## src/rtl/alu_wb.sv

```systemverilog
// alu_wb -- ALU write-back stage.
// Buffers register writes from a completed ALU operation in a small FIFO.
// It drains them to the register file with a valid/ready handshake.
// It also keeps the architectural flags, the branch-taken pulse and the overflow counter.
//
// Ports
//   clk, rst_n              clock, asynchronous active-low reset
//   in_valid / in_ready     upstream handshake for one completed ALU operation
//   in_result, in_flags     ALU result and flags ([2] above, [1] equals, [0] overflow)
//   in_func, in_rd          function code and destination register
//   in_wr_en                operation writes a register
//   flush                   synchronous discard of all buffered writes
//   rf_we/rf_addr/rf_wdata  head-of-buffer write request to the register file
//   rf_ready                register file takes the head entry this cycle
//   flags_q                 architectural flags register
//   br_taken                one-cycle pulse when a BRFL condition matched
//   ovf_cnt                 saturating count of accepted operations with overflow
module alu_wb #(
  parameter int DEPTH = 2
) (
  input  logic        clk,
  input  logic        rst_n,
  input  logic        in_valid,
  output logic        in_ready,
  input  logic [31:0] in_result,
  input  logic [2:0]  in_flags,
  input  logic [5:0]  in_func,
  input  logic [4:0]  in_rd,
  input  logic        in_wr_en,
  input  logic        flush,
  output logic        rf_we,
  output logic [4:0]  rf_addr,
  output logic [31:0] rf_wdata,
  input  logic        rf_ready,
  output logic [2:0]  flags_q,
  output logic        br_taken,
  output logic [7:0]  ovf_cnt
);

  localparam int PW = $clog2(DEPTH);
  localparam logic [PW:0] DEPTH_C = (PW+1)'(DEPTH);
  localparam logic [5:0] FUNC_BRFL = 6'b111111;

  // Functions whose flags become architectural: ADD, SUB, CMP and CMPU.
  function automatic logic is_flag_func(input logic [5:0] func);
    logic r;
    case (func)
      6'b100000: r = 1'b1;
      6'b100010: r = 1'b1;
      6'b011000: r = 1'b1;
      6'b011010: r = 1'b1;
      default:   r = 1'b0;
    endcase
    return r;
  endfunction

  logic [36:0]   mem_q [DEPTH];
  logic [PW-1:0] wr_ptr_q, wr_ptr_d;
  logic [PW-1:0] rd_ptr_q, rd_ptr_d;
  logic [PW:0]   count_q, count_d;
  logic [2:0]    flags_d;
  logic          br_taken_q, br_taken_d;
  logic [7:0]    ovf_cnt_q, ovf_cnt_d;
  logic          accept_s, enq_s, deq_s;
  logic [36:0]   head_s;

  assign head_s   = mem_q[rd_ptr_q];
  assign in_ready = (count_q < DEPTH_C);
  assign rf_we    = (count_q != {(PW+1){1'b0}});
  // The head is masked while empty so stale storage never shows on the bus.
  assign rf_addr  = rf_we ? head_s[36:32] : 5'd0;
  assign rf_wdata = rf_we ? head_s[31:0]  : 32'd0;
  assign br_taken = br_taken_q;
  assign ovf_cnt  = ovf_cnt_q;

  // Next-state logic for the buffer occupancy, pointers, flags, branch pulse and counter.
  always_comb begin
    accept_s = in_valid && in_ready;
    // A flush drops the enqueue and the dequeue of the same cycle.
    enq_s    = accept_s && in_wr_en && (in_func != FUNC_BRFL) && (in_rd != 5'd0) && !flush;
    deq_s    = rf_we && rf_ready && !flush;

    wr_ptr_d = wr_ptr_q;
    rd_ptr_d = rd_ptr_q;
    count_d  = count_q;
    if (flush) begin
      wr_ptr_d = {PW{1'b0}};
      rd_ptr_d = {PW{1'b0}};
      count_d  = {(PW+1){1'b0}};
    end else begin
      if (enq_s) begin
        wr_ptr_d = wr_ptr_q + {{(PW-1){1'b0}}, 1'b1};
      end else begin
        wr_ptr_d = wr_ptr_q;
      end
      if (deq_s) begin
        rd_ptr_d = rd_ptr_q + {{(PW-1){1'b0}}, 1'b1};
      end else begin
        rd_ptr_d = rd_ptr_q;
      end
      case ({enq_s, deq_s})
        2'b10:   count_d = count_q + {{PW{1'b0}}, 1'b1};
        2'b01:   count_d = count_q - {{PW{1'b0}}, 1'b1};
        default: count_d = count_q;
      endcase
    end

    // Flags, branch pulse and overflow count track acceptance, independent of flush.
    if (accept_s && is_flag_func(in_func)) begin
      flags_d = in_flags;
    end else begin
      flags_d = flags_q;
    end
    br_taken_d = accept_s && (in_func == FUNC_BRFL) && in_result[0];
    if (accept_s && in_flags[0] && (ovf_cnt_q != 8'hFF)) begin
      ovf_cnt_d = ovf_cnt_q + 8'd1;
    end else begin
      ovf_cnt_d = ovf_cnt_q;
    end
  end

  // Control and status state registers.
  always_ff @(posedge clk or negedge rst_n) begin
    if (!rst_n) begin
      wr_ptr_q   <= {PW{1'b0}};
      rd_ptr_q   <= {PW{1'b0}};
      count_q    <= {(PW+1){1'b0}};
      flags_q    <= 3'b000;
      br_taken_q <= 1'b0;
      ovf_cnt_q  <= 8'd0;
    end else begin
      wr_ptr_q   <= wr_ptr_d;
      rd_ptr_q   <= rd_ptr_d;
      count_q    <= count_d;
      flags_q    <= flags_d;
      br_taken_q <= br_taken_d;
      ovf_cnt_q  <= ovf_cnt_d;
    end
  end

  // Write-back buffer storage: {rd, data} per entry.
  always_ff @(posedge clk or negedge rst_n) begin
    if (!rst_n) begin
      for (int i = 0; i < DEPTH; i++) begin
        mem_q[i] <= 37'd0;
      end
    end else if (enq_s) begin
      mem_q[wr_ptr_q] <= {in_rd, in_result};
    end
  end

endmodule

```

## config.mk

```make
export PLATFORM = sky130hd
export DESIGN_NAME = alu_wb
export DESIGN_NICKNAME = d
export VERILOG_FILES = /design/src/rtl/alu_wb.sv
export SDC_FILE = /design/constraint.sdc
export NUM_CORES = 1
export LEC_CHECK = 0
export BUFFER_PORTS_ARGS = -buffer_cell sky130_fd_sc_hd__buf_2
export CAP_MARGIN = 20
export CORE_ASPECT_RATIO = 0.6
export CORE_MARGIN = 2
export CORE_UTILIZATION = 50
export CTS_CLUSTER_DIAMETER = 40
export DETAILED_ROUTE_END_ITERATION = 10
export PLACE_DENSITY = 0.77
export SETUP_SLACK_MARGIN = 0.2
export SLEW_MARGIN = 20
export SYNTH_ARGS = -nofsm -noshare
export SYNTH_HDL_FRONTEND = slang
export SYNTH_SLANG_ARGS = --single-unit
```

## constraint.sdc

```tcl
create_clock -name clk -period 6.1 [get_ports clk]
set_clock_uncertainty 0.05 [all_clocks]
set_input_delay 0.305 -clock clk [delete_from_list [all_inputs] [get_ports clk]]
set_output_delay 0.305 -clock clk [all_outputs]
set_load 0.01 [all_outputs]
```

==> flow_metrics.env, run 1 <==
export IMPL_peakVddDrop_v=0.0001495
export IMPL_netlist_instances=330
export IMPL_synth_ff_latch_count=90
export IMPL_cts_clk_slew_worst_paths_ns=0.06
export IMPL_wl_um=9093
export IMPL_rsz0062_at_grt="false"
export IMPL_r2r_cells=5
export IMPL_setup_violations_final=0
export IMPL_wl_per_cell_um=16.59
export IMPL_ctsHtreeMaxLevel=3
export IMPL_dp_hpwl_um=6187
export IMPL_cts_tree="yes"
export IMPL_ys_warn_count=0
export IMPL_clockBufferDepth=2
export IMPL_synthArstFlopShare=1.000
export IMPL_worstSetupPathType="register to output port"
export IMPL_hold_class="input port to register"
export IMPL_tns_ns=0
export IMPL_fmax_mhz=411.6
export IMPL_drt_initial_drc_count=118
export IMPL_grt_pass1_vias=2931
export IMPL_p_per_area_mw_per_mm2=348.8
export IMPL_io_buffers=102
export IMPL_die_area_sq_mm=0.009347
export IMPL_synth_top_area_frac=0.5259
export IMPL_layoutNonFillerInstCount=548
export IMPL_status="finished clean"
export IMPL_ant_nets=0
export IMPL_r2r_slack_ns=3.82
export IMPL_start_util=0.5083
export IMPL_syn_to_final_growth_pct=21.88
export IMPL_synthTopCellsByCount="90 x dfrtp_1, 46 x nor2_1, 38 x mux2i_1"
export IMPL_max_slew_margin=0.3700
export IMPL_cts_root_buf="clkbuf_16"
export IMPL_cts_buffers=9
export IMPL_drc=0
export IMPL_ys_types=37
export IMPL_die_w_um=123.5
export IMPL_grt_use_total=0.2086
export IMPL_drive_gt1_frac=0.4037
export IMPL_critPathMaxFanout=20
export IMPL_post_dp_cell_area_sq_mm=0.004871
export IMPL_synth_edf_count=0
export IMPL_synth_area_top_cells="dfrtp_1 53%, mux2i_1 8.9%, mux2_1 7.9%"
export IMPL_ys_flop_type="dfrtp_1"
export IMPL_r2r_end="mem_q[37]"
export IMPL_leakage_uw=0.002482
export IMPL_synth_area_sq_mm=0.004283
export IMPL_diodes=0
export IMPL_finalCoreUtilization=0.6195
export IMPL_finalInstanceArea_sq_mm=0.005220
export IMPL_cap_viol_max_count=0
export IMPL_post_synth_top_count_cell="dfrtp_1"
export IMPL_vias=2958
export IMPL_insertion_delay_ns=0.34
export IMPL_n_fill_cell=697
export IMPL_ys_seq_area_frac=0.5259
export IMPL_grt_max_degree=73
export IMPL_cp_data_required_time_ns=5.74
export IMPL_timing_rr_start="count_q[1]"
export IMPL_rows=26
export IMPL_nets=484
export IMPL_placedCellCount=531
export IMPL_core_area_sq_mm=0.008426
export IMPL_worstPathArrival_ns=2.07
export IMPL_grt_pass1_wl_um=14600
export IMPL_antenna_found_initial=0
export IMPL_clock_sinks=90
export IMPL_cp_start_kind="register"
export IMPL_firstDrtPassIters=4
export IMPL_gp_congestion=0.7945
export IMPL_hold_viol_final=0
export IMPL_final_period_utilization=0.3983
export IMPL_tightest_slew_ns=0.9428
export IMPL_synth_top_area_cell="dfrtp_1"
export IMPL_cp_end_kind="output port"
export IMPL_via_per_inst=5.398
export IMPL_endpoint="rf_wdata[11]"
export IMPL_period_needed_ns=2.429
export IMPL_syn_num_nets=383
export IMPL_die_h_um=75.69
export IMPL_overflow=0
export IMPL_ios=103
export IMPL_drv_slew=0
export IMPL_startpoint="rd_ptr_q"
export IMPL_post_synth_cell_area_avg_sq_um=12.98
worst max-delay path: stages (launching register included):
cell     delay [ns]
dfrtp_2        0.77
buf_4          0.45
mux2i_1        0.27
nor2_1         0.06
buf_2          0.17
registers in the layout, indices dropped and copies added, names as in the netlist:
| signal | cells |
|---|---|
| rd_ptr_q | 1 |
| mem_q | 74 |
| flags_q | 3 |
| br_taken | 1 |
| ovf_cnt | 8 |
| count_q | 2 |
| wr_ptr_q | 1 |
cells by family (layout without fill, tap and decap cells):
| group | count (synthesis) | count (layout) | synth area share |
|---|---|---|---|
| AOI/OAI and AO/OA | 24 | 24 | 0.03798 |
| xor gates and xnor gates | 4 | 4 | 0.008179 |
| adders and majority gates | 1 | 1 | 0.002921 |
| buffers and inverters | 21 | 127 | 0.02979 |
| DFF | 90 | 90 | 0.5259 |
| muxes | 114 | 114 | 0.3053 |
| and+or+nand+nor | 76 | 76 | 0.08998 |
layout make-up:
type                       instances  area [sq um]  area share
clock buffer                      12         266.5     0.05105
clock inverter                     4         72.57     0.01390
inverter                           4         15.01    0.002876
multi-input combinational        219          1919      0.3677
sequential                        90          2253      0.4317
tap                              112         140.1     0.02685
timing repair buffer             107         553.0      0.1059
stage by stage:
stage                     hold WS (ns)  worst slack (ns)  total power [uW]
after detailed placement        0.1374             3.829              1219
final                           0.1338             3.671              1821
after global routing            0.1399             3.537              1921
after floorplan               -0.04059             4.168              1080
after global placement          0.1375             3.937              1189
after CTS                       0.1231             3.625              1839
cells in the final DEF (no fill, tap or decap), types with 2 or more instances in the layout:
master / synthesis / final
buf_2: 3 / 101
dfrtp_1: 90 / 89
nor2_1: 46 / 45
mux2i_1: 38 / 38
mux2_1: 30 / 30
mux2_2: 27 / 27
mux2_4: 19 / 19
nand2_1: 10 / 10
a21oi_1: 9 / 9
clkbuf_16: 0 / 9
o32ai_1: 6 / 6
buf_4: 0 / 5
inv_1: 4 / 4
nand4_1: 4 / 4
nand2b_1: 4 / 4
xor2_1: 4 / 4
clkbuf_8: 0 / 3
a211oi_1: 2 / 2
o21ai_0: 2 / 2
bufinv_16: 0 / 2
repair_timing:
| item | 4_1_cts | 5_1_grt |
|---|---|---|
| hold buffers | 1 | 0 |
| endpoints found under the hold margin | 18 | 0 |
| buffers inserted | 0 | 0 |
| gates resized for setup | 0 | 0 |
power breakdown:
part | total, uW | internal (uW) | leakage (uW) | switching [uW]
Clock | 615 | 392 | 0.000165 | 224
Combinational | 357 | 199 | 0.00120 | 158
Sequential | 848 | 748 | 0.00111 | 99.8
Total | 1820 | 1340 | 0.00248 | 481
worst min-delay path by stage:
| stage | startpoint | endpoint | slack (ns) | depth (start not counted) |
|---|---|---|---|---|
| floorplan | rst_n | br_taken | -0.04 | 0 |
| global placement | rst_n | mem_q[2] | 0.14 | 1 |
| detailed placement | rst_n | mem_q[38] | 0.14 | 1 |
| CTS | flush | rd_ptr_q | 0.12 | 2 |
| global route | flush | rd_ptr_q | 0.14 | 2 |
| finish | flush | rd_ptr_q | 0.13 | 2 |
routing by layer:
metal  up-vias  GRT usage  wire length, um
li1       1379          -                -
met1      1488     0.2825             4124
met2        83     0.3266             4265
met3         8    0.07036              619
met4         0    0.05682               82
met5         -          0                0
(Power assumes the default switching activity.)
==> inputs of run 2 (changes only) <==
--- a/config.mk
+++ b/config.mk
@@ -5,14 +5,15 @@
 export SDC_FILE = /design/constraint.sdc
 export NUM_CORES = 1
 export LEC_CHECK = 0
+export ABC_AREA = 1
 export BUFFER_PORTS_ARGS = -buffer_cell sky130_fd_sc_hd__buf_2
 export CAP_MARGIN = 20
 export CORE_ASPECT_RATIO = 0.6
 export CORE_MARGIN = 2
-export CORE_UTILIZATION = 50
+export CORE_UTILIZATION = 49
 export CTS_CLUSTER_DIAMETER = 40
 export DETAILED_ROUTE_END_ITERATION = 10
-export PLACE_DENSITY = 0.77
+export PLACE_DENSITY = 0.79
 export SETUP_SLACK_MARGIN = 0.2
 export SLEW_MARGIN = 20
 export SYNTH_ARGS = -nofsm -noshare
==> constraint.sdc (replaced) <==
create_clock -name clk -period 2.1 [get_ports clk]
set_clock_uncertainty 0.05 [all_clocks]
set_input_delay 0.105 -clock clk [delete_from_list [all_inputs] [get_ports clk]]
set_output_delay 0.105 -clock clk [all_outputs]
set_load 0.01 [all_outputs]
==> flow_metrics.env, run 2 <==
export IMPL_r2r_cells=8
export IMPL_post_dp_cell_area_sq_mm=0.004960
export IMPL_ys_flop_type="dfrtp_1"
export IMPL_diodes=0
export IMPL_net_switching_power_uw=2710
export IMPL_rsz0062_at_grt="true"
export IMPL_drive_gt1_frac=0.2866
export IMPL_vias=3774
export IMPL_cts_root_buf="clkbuf_16"
export IMPL_ys_seq_area_frac=0.5119
export IMPL_layout_common_cells="107 x nand2_1, 101 x buf_2, 89 x dfrtp_1, 87 x inv_1, 52 x o21ai_0"
export IMPL_period_needed_ns=1.802
export IMPL_firstDrtPassIters=4
export IMPL_worstSetupPathType="register to output port"
export IMPL_clockBufferDepth=2
export IMPL_die_area_sq_mm=0.009777
export IMPL_drv_slew=0
export IMPL_dp_hpwl_um=6824
export IMPL_synth_area_top_cells="dfrtp_1 51%, o21ai_2 9.4%, nand2_1 9.1%"
export IMPL_swShare=0.3677
export IMPL_final_period_utilization=0.8581
export IMPL_finalInstanceArea_sq_mm=0.005699
export IMPL_tightest_slew_ns=0.7811
export IMPL_core_area_sq_mm=0.008621
export IMPL_ios=103
export IMPL_grt_pass1_wl_um=18140
export IMPL_grt_max_degree=76
export IMPL_nets=699
export IMPL_hold_viol_final=0
export IMPL_antenna_found_initial=0
export IMPL_hold_class="input port to register"
export IMPL_ant_nets=0
export IMPL_post_synth_top_count_cell="nand2_1"
export IMPL_largest_reg_flops=74
export IMPL_critPathMaxFanout=21
export IMPL_synth_top_area_cell="dfrtp_1"
export IMPL_cap_viol_max_count=0
export IMPL_hold_depth=3
export IMPL_worstPathArrival_ns=1.65
export IMPL_rows=26
export IMPL_clock_power_share=0.228
export IMPL_synth_top_area_frac=0.5119
export IMPL_p_seq_frac=0.374
export IMPL_post_synth_cell_area_avg_sq_um=8.660
export IMPL_cp_end_kind="output port"
export IMPL_syn_num_nets=561
export IMPL_tns_ns=0
export IMPL_synthArstFlopShare=1.000
export IMPL_final_common_cell="nand2_1"
export IMPL_grt_use_total=0.2325
export IMPL_ys_types=24
export IMPL_via_per_inst=4.959
export IMPL_peakVddDrop_v=0.0006789
export IMPL_drc=0
export IMPL_gp_congestion=0.9225
export IMPL_cp_data_required_time_ns=1.95
export IMPL_post_cts_buffers=0
export IMPL_start_util=0.5103
export IMPL_grt_pass1_vias=3872
export IMPL_insertion_delay_ns=0.34
export IMPL_p_comb_frac=0.398
export IMPL_setup_violations_final=0
export IMPL_cts_buffers=9
export IMPL_io_buffers=102
export IMPL_cts_clk_slew_worst_paths_ns=0.06
export IMPL_max_slew_margin=0.4792
export IMPL_synthTopCellsByCount="107 x nand2_1, 90 x dfrtp_1, 87 x inv_1"
export IMPL_synth_ff_latch_count=90
export IMPL_overflow=0
export IMPL_drt_initial_drc_count=201
export IMPL_ctsHtreeMaxLevel=3
export IMPL_syn_to_final_growth_pct=29.55
export IMPL_cp_start_kind="register"
export IMPL_clock_sinks=90
export IMPL_p_per_area_mw_per_mm2=1293
export IMPL_wl_per_cell_um=14.03
export IMPL_finalCoreUtilization=0.6611
export IMPL_synth_area_sq_mm=0.004399
export IMPL_ys_warn_count=0
export IMPL_netlist_instances=508
export IMPL_leakage_uw=0.002966
export IMPL_wl_um=10680
export IMPL_die_w_um=126.3
export IMPL_status="finished clean"
export IMPL_regMostFlops="mem_q"
export IMPL_cts_tree="yes"
export IMPL_synth_edf_count=0
export IMPL_fmax_mhz=554.9
export IMPL_fin_total_pwr_uw=7370
export IMPL_internal_power_uw=4660
export IMPL_die_h_um=77.40
## run 2: cell count changes after synthesis, moves of 25 or more
| cell | previous run | this run |
|---|---|---|
| a21oi_1 | 9 | 37 |
| inv_1 | 4 | 87 |
| mux2_1 | 30 | 0 |
| mux2_2 | 27 | 2 |
| mux2i_1 | 38 | 0 |
| nand2_1 | 10 | 107 |
| nor2_1 | 46 | 10 |
| o21ai_0 | 2 | 52 |
| o21ai_2 | 0 | 47 |
## run 2: cell type report
cell class	count	area, sq um
clock buffers	11	242.7
clock inverters	3	65.06
fillers	690	2922
inverters	89	334.1
multi-input cells	301	1617
flip-flops and latches	90	2256
well taps	112	140.1
repair buffers	155	1045
## run 2: per-layer routing
layer | global-route usage | share of wire
met5 | 0 | 0
met4 | 0.08681 | 0.013
met3 | 0.06483 | 0.062
met2 | 0.3812 | 0.47
met1 | 0.2969 | 0.45
## run 2: worst max-delay path: stages (launching register included)
cell	delay [ns]
dfrtp_4	0.56
buf_4	0.27
o21ai_0	0.13
a21oi_1	0.19
buf_2	0.17
## run 2: repair_timing
item                                    4_1_cts  5_1_grt
gates resized for setup                       0        3
hold endpoints to repair                    132        0
endpoints found under the setup margin        0       28
hold buffers                                 42        0
## run 2: cells by family (layout without fill, tap and decap cells)
| family | Yosys count | count (layout) | synth area share |
|---|---|---|---|
| flops | 90 | 90 | 0.5119 |
| simple gates | 137 | 137 | 0.1277 |
| buf+inv | 117 | 258 | 0.1231 |
| compound gates | 154 | 154 | 0.2153 |
| mux | 2 | 2 | 0.005119 |
| xor+xnor | 7 | 7 | 0.01394 |
| fa+ha+maj | 1 | 1 | 0.002844 |
## run 2: final timing paths
check                           start           end  slack (ns)
min in group asynchronous       rst_n     mem_q[57]        0.35
hold / removal               in_valid      br_taken        0.03
max in group asynchronous       rst_n     mem_q[35]        0.95
setup reg to reg           count_q[1]     mem_q[23]        0.39
setup / recovery             rd_ptr_q  rf_wdata[27]        0.30
hold reg to reg             mem_q[60]     mem_q[60]        0.42
## run 2: stage by stage
stage	instances	hold slack, ns	worst slack, ns
2_1_floorplan	508	-0.2406	0.6030
3_3_place_gp	705	0.1605	0.5306
3_5_place_dp	705	0.1776	0.3744
4_1_cts	761	0.008446	0.2548
5_1_grt	761	0.01533	0.1954
6_report	761	0.02624	0.2980
## run 2: power by group through the flow
stage / sequential (uW) / combinational, uW / clock [uW]
floorplan: 2700 / 1910 / 0
global placement: 2730 / 2740 / 0
detailed placement: 2770 / 2840 / 0
CTS: 2750 / 2920 / 1730
global route: 2830 / 3280 / 1790
finish: 2750 / 2930 / 1680
